$ cat config.mk
export PLATFORM = sky130hd
export DESIGN_NAME = cb_vm_agd
export DESIGN_NICKNAME = d
export VERILOG_FILES = /design/src/rtl/cb_vm_agd_pkg.sv /design/src/rtl/cb_vm_agd_mul.sv /design/src/rtl/cb_vm_agd.sv
export SDC_FILE = /design/constraint.sdc
export NUM_CORES = 1
export LEC_CHECK = 0
export ABC_AREA = 1
export CAP_MARGIN = 40
export CORE_AREA = 8 8 118 120
export DETAILED_ROUTE_END_ITERATION = 16
export DIE_AREA = 0 0 126 128
export GPL_ROUTABILITY_DRIVEN = 1
export GPL_TIMING_DRIVEN = 0
export PLACE_DENSITY = 0.75
export SLEW_MARGIN = 10
export SYNTH_ARGS = -nofsm -noshare
export SYNTH_HDL_FRONTEND = slang
export SYNTH_SLANG_ARGS = --single-unit
$ cat constraint.sdc
create_clock -name clk -period 15.4 [get_ports clk]
set_clock_uncertainty 0.15 [all_clocks]
set_input_delay 3.08 -clock clk [delete_from_list [all_inputs] [get_ports clk]]
set_output_delay 3.08 -clock clk [all_outputs]
set_load 0.005 [all_outputs]
$ cat src/rtl/cb_vm_agd_pkg.sv
// Shared widths for the covariance-bank address path, used by the CB memory,
// the vm sequencer and the base-address generator.
package cb_vm_agd_pkg;

    localparam int CB_AW_DEF   = 17;
    localparam int ROW_LEN_DEF = 10;
    localparam int PROD_W_DEF  = 2 * ROW_LEN_DEF + 1;

    // Reference triangular number g*(g+1)/2 at the default widths, modulo 2^CB_AW.
    function automatic logic [CB_AW_DEF-1:0] tri_num(input logic [ROW_LEN_DEF-1:0] g);
        logic [PROD_W_DEF-1:0] p;
        p = PROD_W_DEF'(g) * (PROD_W_DEF'(g) + PROD_W_DEF'(1'b1));
        return CB_AW_DEF'(p >> 1);
    endfunction

endpackage

$ cat src/rtl/cb_vm_agd_mul.sv
// Combinational shift-add multiplier producing g*(g+1) at full width.
module cb_vm_agd_mul
    import cb_vm_agd_pkg::*;
#(
    parameter int ROW_LEN = ROW_LEN_DEF
) (
    input  logic [ROW_LEN-1:0]   g,
    output logic [2*ROW_LEN:0]   prod
);

    localparam int PW = 2 * ROW_LEN + 1;

    logic [ROW_LEN:0] g_inc_s;
    logic [PW-1:0]    acc_s;

    assign g_inc_s = {1'b0, g} + {{ROW_LEN{1'b0}}, 1'b1};

    // Accumulate g shifted by each set bit of g+1; the sum cannot exceed PW bits.
    always_comb begin
        acc_s = {PW{1'b0}};
        for (int i = 0; i <= ROW_LEN; i++) begin
            if (g_inc_s[i]) begin
                acc_s = acc_s + (PW'(g) << i);
            end else begin
                acc_s = acc_s;
            end
        end
    end

    assign prod = acc_s;

endmodule

$ cat src/rtl/cb_vm_agd.sv
// Base-address generator for a group's row in lower-triangular covariance
// storage: CB_base_addr = g*(g+1)/2 mod 2^CB_AW, two enabled pipeline stages.
module cb_vm_agd
    import cb_vm_agd_pkg::*;
#(
    parameter int CB_AW   = CB_AW_DEF,
    parameter int ROW_LEN = ROW_LEN_DEF
) (
    input  logic               clk,
    input  logic               sys_rst,
    input  logic               en,
    input  logic [ROW_LEN-1:0] group_cnt,
    output logic [CB_AW-1:0]   CB_base_addr
);

    localparam int PW = 2 * ROW_LEN + 1;

    logic [PW-1:0] prod_s;
    logic [PW-1:0] prod_r;
    logic [PW-1:0] half_s;

    cb_vm_agd_mul #(
        .ROW_LEN (ROW_LEN)
    ) u_mul (
        .g    (group_cnt),
        .prod (prod_s)
    );

    // Product of consecutive integers is even, so the shift divides exactly.
    assign half_s = prod_r >> 1;

    // Stage 1: capture the full-width product.
    always_ff @(posedge clk) begin
        if (sys_rst) begin
            prod_r <= {PW{1'b0}};
        end else if (en) begin
            prod_r <= prod_s;
        end else begin
            prod_r <= prod_r;
        end
    end

    // Stage 2: halve and wrap to the CB address width.
    always_ff @(posedge clk) begin
        if (sys_rst) begin
            CB_base_addr <= {CB_AW{1'b0}};
        end else if (en) begin
            CB_base_addr <= CB_AW'(half_s);
        end else begin
            CB_base_addr <= CB_base_addr;
        end
    end

endmodule

# Word-level counts from Yosys, hierarchy flattened
# Index checks and enable logic that the tools add are counted.
# Widths: inputs -> output; s select.
# word_totals
register_bits,35
in_bits,13
# op_classes
n_addsub,11
mux,11
# ops
operator,n
$mux 18,9
$add 18x18->18,3
$add 18x12->18,1
$add 18x13->18,1
$add 18x14->18,1
$add 18x15->18,1
$add 18x16->18,1
$add 18x17->18,1
$add 10x11->12,1
$mux 12,1
$add 10x1->11 const B,1
$mux 10,1

# Longest topological paths before layout
# depth
ltp_word,22
mapped_depth,87
depth_no_buf,87

# Modules after synthesis
# A second synthesis with hierarchy kept.
# hier_totals
hier_cells,1200
hier_area_um2,7108.1
# by_module_without_submodules
mod,instances,cells_each,area_per_inst_um2
cb_vm_agd_mul,1,984,5705.5
cb_vm_agd,1,216,1402.6

# Worst setup path before layout
# OpenSTA, ideal clock, no wires.
# synth_path
kind,input to register
from,in group_cnt[0]
to,reg prod_r[17]
setup_ns,0.115
t_arrival_ns,13.542
t_required_ns,15.135
slack_ns,1.593
cell_stages,84
cell_sequence,buf_6 > nor2_1 > ha_1 > nand3_1 > nand2_1 > nand2_1 > nand2_1 > nand2_1 > nand2_1 > nand2_1 > xor2_1 > a21oi_2 > ha_1 > a21oi_1 > nand2_1 > a21oi_1 > xor2_1 > inv_1 > (+48 left out) > or2_2 > nand3_1 > nand2_1 > ha_1 > nand2_1 > nand2_1 > a21oi_1 > inv_1 > a21oi_1 > nor2_1 > o21ai_0 > nand2_1 > xnor2_1 > xor2_1 > xor2_1 > nand2_1 > o211ai_1 > inv_2
# synth_via
elab_chain_len,22
# synth_rtl
element,line_no,text
start: declaration,cb_vm_agd.sv:12,"input logic [ROW_LEN-1:0] group_cnt,"
$add 10x1->11,cb_vm_agd_mul.sv:16,"assign g_inc_s = {1'b0, g} + {{ROW_LEN{1'b0}}, 1'b1};"
$mux 10,cb_vm_agd_mul.sv:22,if (g_inc_s[i]) begin
$add 10x11->12,cb_vm_agd_mul.sv:23,acc_s = acc_s + (PW'(g) << i);
$mux 12,cb_vm_agd_mul.sv:22,
$add 18x12->18,cb_vm_agd_mul.sv:23,
$mux 18,cb_vm_agd_mul.sv:22,
$add 18x13->18,cb_vm_agd_mul.sv:23,
$mux 18,cb_vm_agd_mul.sv:22,
(+6 left out),--,
$add 18x17->18,cb_vm_agd_mul.sv:23,
$mux 18,cb_vm_agd_mul.sv:22,
$add 18x18->18,cb_vm_agd_mul.sv:23,
$mux 18,cb_vm_agd_mul.sv:22,
$add 18x18->18,cb_vm_agd_mul.sv:23,
$mux 18,cb_vm_agd_mul.sv:22,
$add 18x18->18,cb_vm_agd_mul.sv:23,
$mux 18 *,cb_vm_agd_mul.sv:22,
end signal: assignment,cb_vm_agd.sv:35,prod_r <= {PW{1'b0}};
end signal: assignment,cb_vm_agd.sv:37,prod_r <= prod_s;
end signal: assignment,cb_vm_agd.sv:39,prod_r <= prod_r;
end: declaration,cb_vm_agd.sv:19,logic [PW-1:0] prod_r;
# Mark *: on every way between the ends. The rest lies on a longest branch, timed or not.
# A chain may end at the register's enable or synchronous reset.

# Worst setup path in the final report
# Same ends and word-level chain as after synthesis.

==> results.toml <==
[status]
outcome = "finished clean"

[clocking]
numCtsBuffers = 5
cts.sinks = 34
clkTransAtPathRegs_ns = 0.05
htree_num_levels = 2
clock-root-buffer = "clkbuf_16"
ctsHoldBuffers = 0
clk_latency_ns = 0.27
cts_tree = "built"
clock_path_buffers = 2

[synth]
synth_edf_count = 0
ys_seq_elements = 34
synth_async_sr_flop_share_pct = 0
yosysWarnings = 0
syn_inst = 1067
ys_types = 43
ys_seq_area_share_pct = 10.48
synth_nets = 1186
synth_flop_cell = "dfxtp_1"
synth_area_um2 = 6496
avgSynthCellArea_um2 = 6.088

[sta]
fin_setup_tns_ns = 0
setup_violations = 0
max_slew_margin_pct = 51.61
max_freq_mhz = 69.12
period_minus_slack_ns = 14.47
hold_viol = 0
drv_slew = 0
period_share_pct = 93.94
tightest_slew_ns = 0.7251

[detailed_routing]
vias = 6746
final_antenna_net_count = 0
vias_per_cell = 5.350
dr.pass1.iters = 5
drcViolationCount = 0
wl_per_cell_um = 13.44
drt_wl_total_mm = 16.95
drt_iter0_drc = 423

[final_layout]
diodes = 0
drive_above_1_share_pct = 10.44
fill_cells = 1212
syn_to_final_growth_pct = 14.16
seqCellArea_um2 = 680.7
nNetsFinal = 1231
multi_input_area_um2 = 5325
final_core_util_pct = 60.74

[setup_path]
crit_top_cell = "nand2_1"
cp_data_arrival_time_ns = 14.48
start_kind = "primary input"
cp_max_fo = 11
critPathMaxStageDelay_ns = 0.42
cp_slowest_cell = "fa_1"
worst_ep_required_time_ns = 15.42
critPathTopFamily = "adder cells"
crit_buf_inv = 15
crit_type = "in2reg"
critPathCaptureType = "flip-flop"

[grt]
use_met1_pct = 26.82
antenna_found_initial = 0
grt_max_degree = 14
grt_pass1_wl_mm = 28.46
grt-busiest-layer = "met2"
grt_usage_pct = 20.98
grt-ovfl-total = 0
met2_usage_pct = 37.91
grt_pass1_vias = 6229
use_met3_pct = 1.622

[floorplan]
initial_core_util_pct = 53.21
fp.dieArea_um2 = 16130
ioPinCount = 30
die_w_um = 126
design.core.area_um2 = 12210
row_count = 41
die_h_um = 128

[pwr]
p_leak_nw = 3.928
vdd_drop_max_mv = 0.06701
p_per_area_nw_per_um2 = 157.8

[run]
max-cap-violations = 0

[placed_design]
gp_congestion = 0.8741
dp_hpwl_mm = 13.40
portBuffers = 29

[worst_hold_path]
min_path_type = "reg2reg"
## cells in the final DEF (no fill, tap or decap), drive strengths merged, types with 5 or more instances in the layout
cell / netlist / final
nor2: 79 / 79
nand2: 282 / 282
dfxtp: 34 / 34
ha: 96 / 96
o21bai: 8 / 8
clkdlybuf4s50: 0 / 19
a21oi: 88 / 88
nand3b: 6 / 6
xnor2: 21 / 21
inv: 153 / 152
clkbuf: 7 / 17
or2: 12 / 12
buf: 14 / 27
nand3: 92 / 92
nor3: 9 / 9
and2: 12 / 12
a21o: 6 / 6
nand4: 5 / 5
fa: 10 / 10
xor2: 28 / 28
a31oi: 8 / 8
o21a: 5 / 5
o21ai: 83 / 83
## kinds of logic (layout without fill, tap and decap cells)
| kind of cell | Yosys count | count (layout) | share of synthesized area [%] |
|---|---|---|---|
| simple gates | 497 | 497 | 32.97 |
| flops | 34 | 34 | 10.48 |
| buf+inv | 175 | 219 | 10.84 |
| mux | 1 | 1 | 0.1541 |
| compound gates | 205 | 205 | 17.37 |
| xor+xnor | 49 | 49 | 6.606 |
| fa+ha+maj | 106 | 106 | 21.57 |
## metal layers
| layer | share of wire (%) | routed length, µm | vias up |
|---|---|---|---|
| li1 | - | - | 3589 |
| met1 | 48 | 8165 | 3008 |
| met2 | 47 | 7890 | 128 |
| met3 | 3.7 | 632 | 21 |
| met4 | 1.5 | 260 | 0 |
| met5 | 0 | 0 | - |
## worst register-to-register path, delay by kind of cell, from the launching register on
family          cells  cell delay [ns]
simple gates        1             0.06
compound gates      1             0.18
flops               1             0.31
## power by group
part	leakage (nW)	switching (mW)	internal (mW)
clock	0.0688	0.0322	0.0622
combinational	3.58	0.556	0.411
sequential	0.281	0.00654	0.102
total	3.93	0.595	0.575
## worst paths after layout
check / start / endpoint / slack (ns) / cells past startpoint
hold / removal: prod_r[12]$_SDFFE_PP0P_ / prod_r[12]$_SDFFE_PP0P_ / 0.32 / 2
hold reg to reg: prod_r[12]$_SDFFE_PP0P_ / prod_r[12]$_SDFFE_PP0P_ / 0.32 / 2
setup / recovery: group_cnt[0] / prod_r[17]$_SDFFE_PP0P_ / 0.93 / 82
setup reg to reg: CB_base_addr[6]$_SDFFE_PP0P_ / CB_base_addr[6]$_SDFFE_PP0P_ / 14.59 / 2
## area by class of cell
| cell class | count | share of cell area (%) |
|---|---|---|
| multi-input cells | 858 | 71.81 |
| flip-flops and latches | 34 | 9.178 |
| inverters | 153 | 7.862 |
| repair buffers | 38 | 4.977 |
| well taps | 150 | 2.531 |
| clock buffers | 6 | 1.873 |
| plain buffers | 22 | 1.772 |
## synth_stat cells (all sizes together), types with 2 or more instances
master,instances,area [µm²]
o21bai,8,63.81
a21oi,88,447.9
inv,153,579.3
a31oi,8,50.05
and2,12,75.07
a21o,6,45.04
xor2,28,245.2
nor2,79,299.0
clkbuf,7,26.28
nand3b,6,45.04
o21a,5,37.54
dfxtp,34,680.7
o211ai,2,15.01
nor3,9,72.57
a21boi,2,15.01
nand3,92,465.5
xnor2,21,183.9
fa,10,200.2
buf,14,90.08
o21ai,83,430.4
or2,12,75.08
nand4,5,31.28
nand2,282,1079
ha,96,1201
## registers in the layout, summed over array words and instances, names as in the netlist
signal        count
prod_r           17
CB_base_addr     17
## through the flow
step | instance area, µm² | power, mW | worst slack [ns] | hold WS, ns | instances
4_1_cts | 7146 | 1.113 | 0.02104 | 0.3187 | 1254
3_5_place_dp | 7004 | 1.014 | -0.7452 | 0.3078 | 1248
6_report | 7416 | 1.170 | 0.9331 | 0.3166 | 1261
5_1_grt | 7416 | 1.324 | -0.04147 | 0.3343 | 1261
3_3_place_gp | 6974 | 0.9921 | -0.6523 | 0.3047 | 1246
2_1_floorplan | 6496 | 0.8498 | 1.593 | 0.2880 | 1067
## timing repair
item | in CTS | in global routing
buffers inserted | 0 | 7
endpoints found under the setup margin | 2 | 5
pin swaps | 0 | 10
resized for setup | 14 | 83
(Power assumes the default switching activity.)
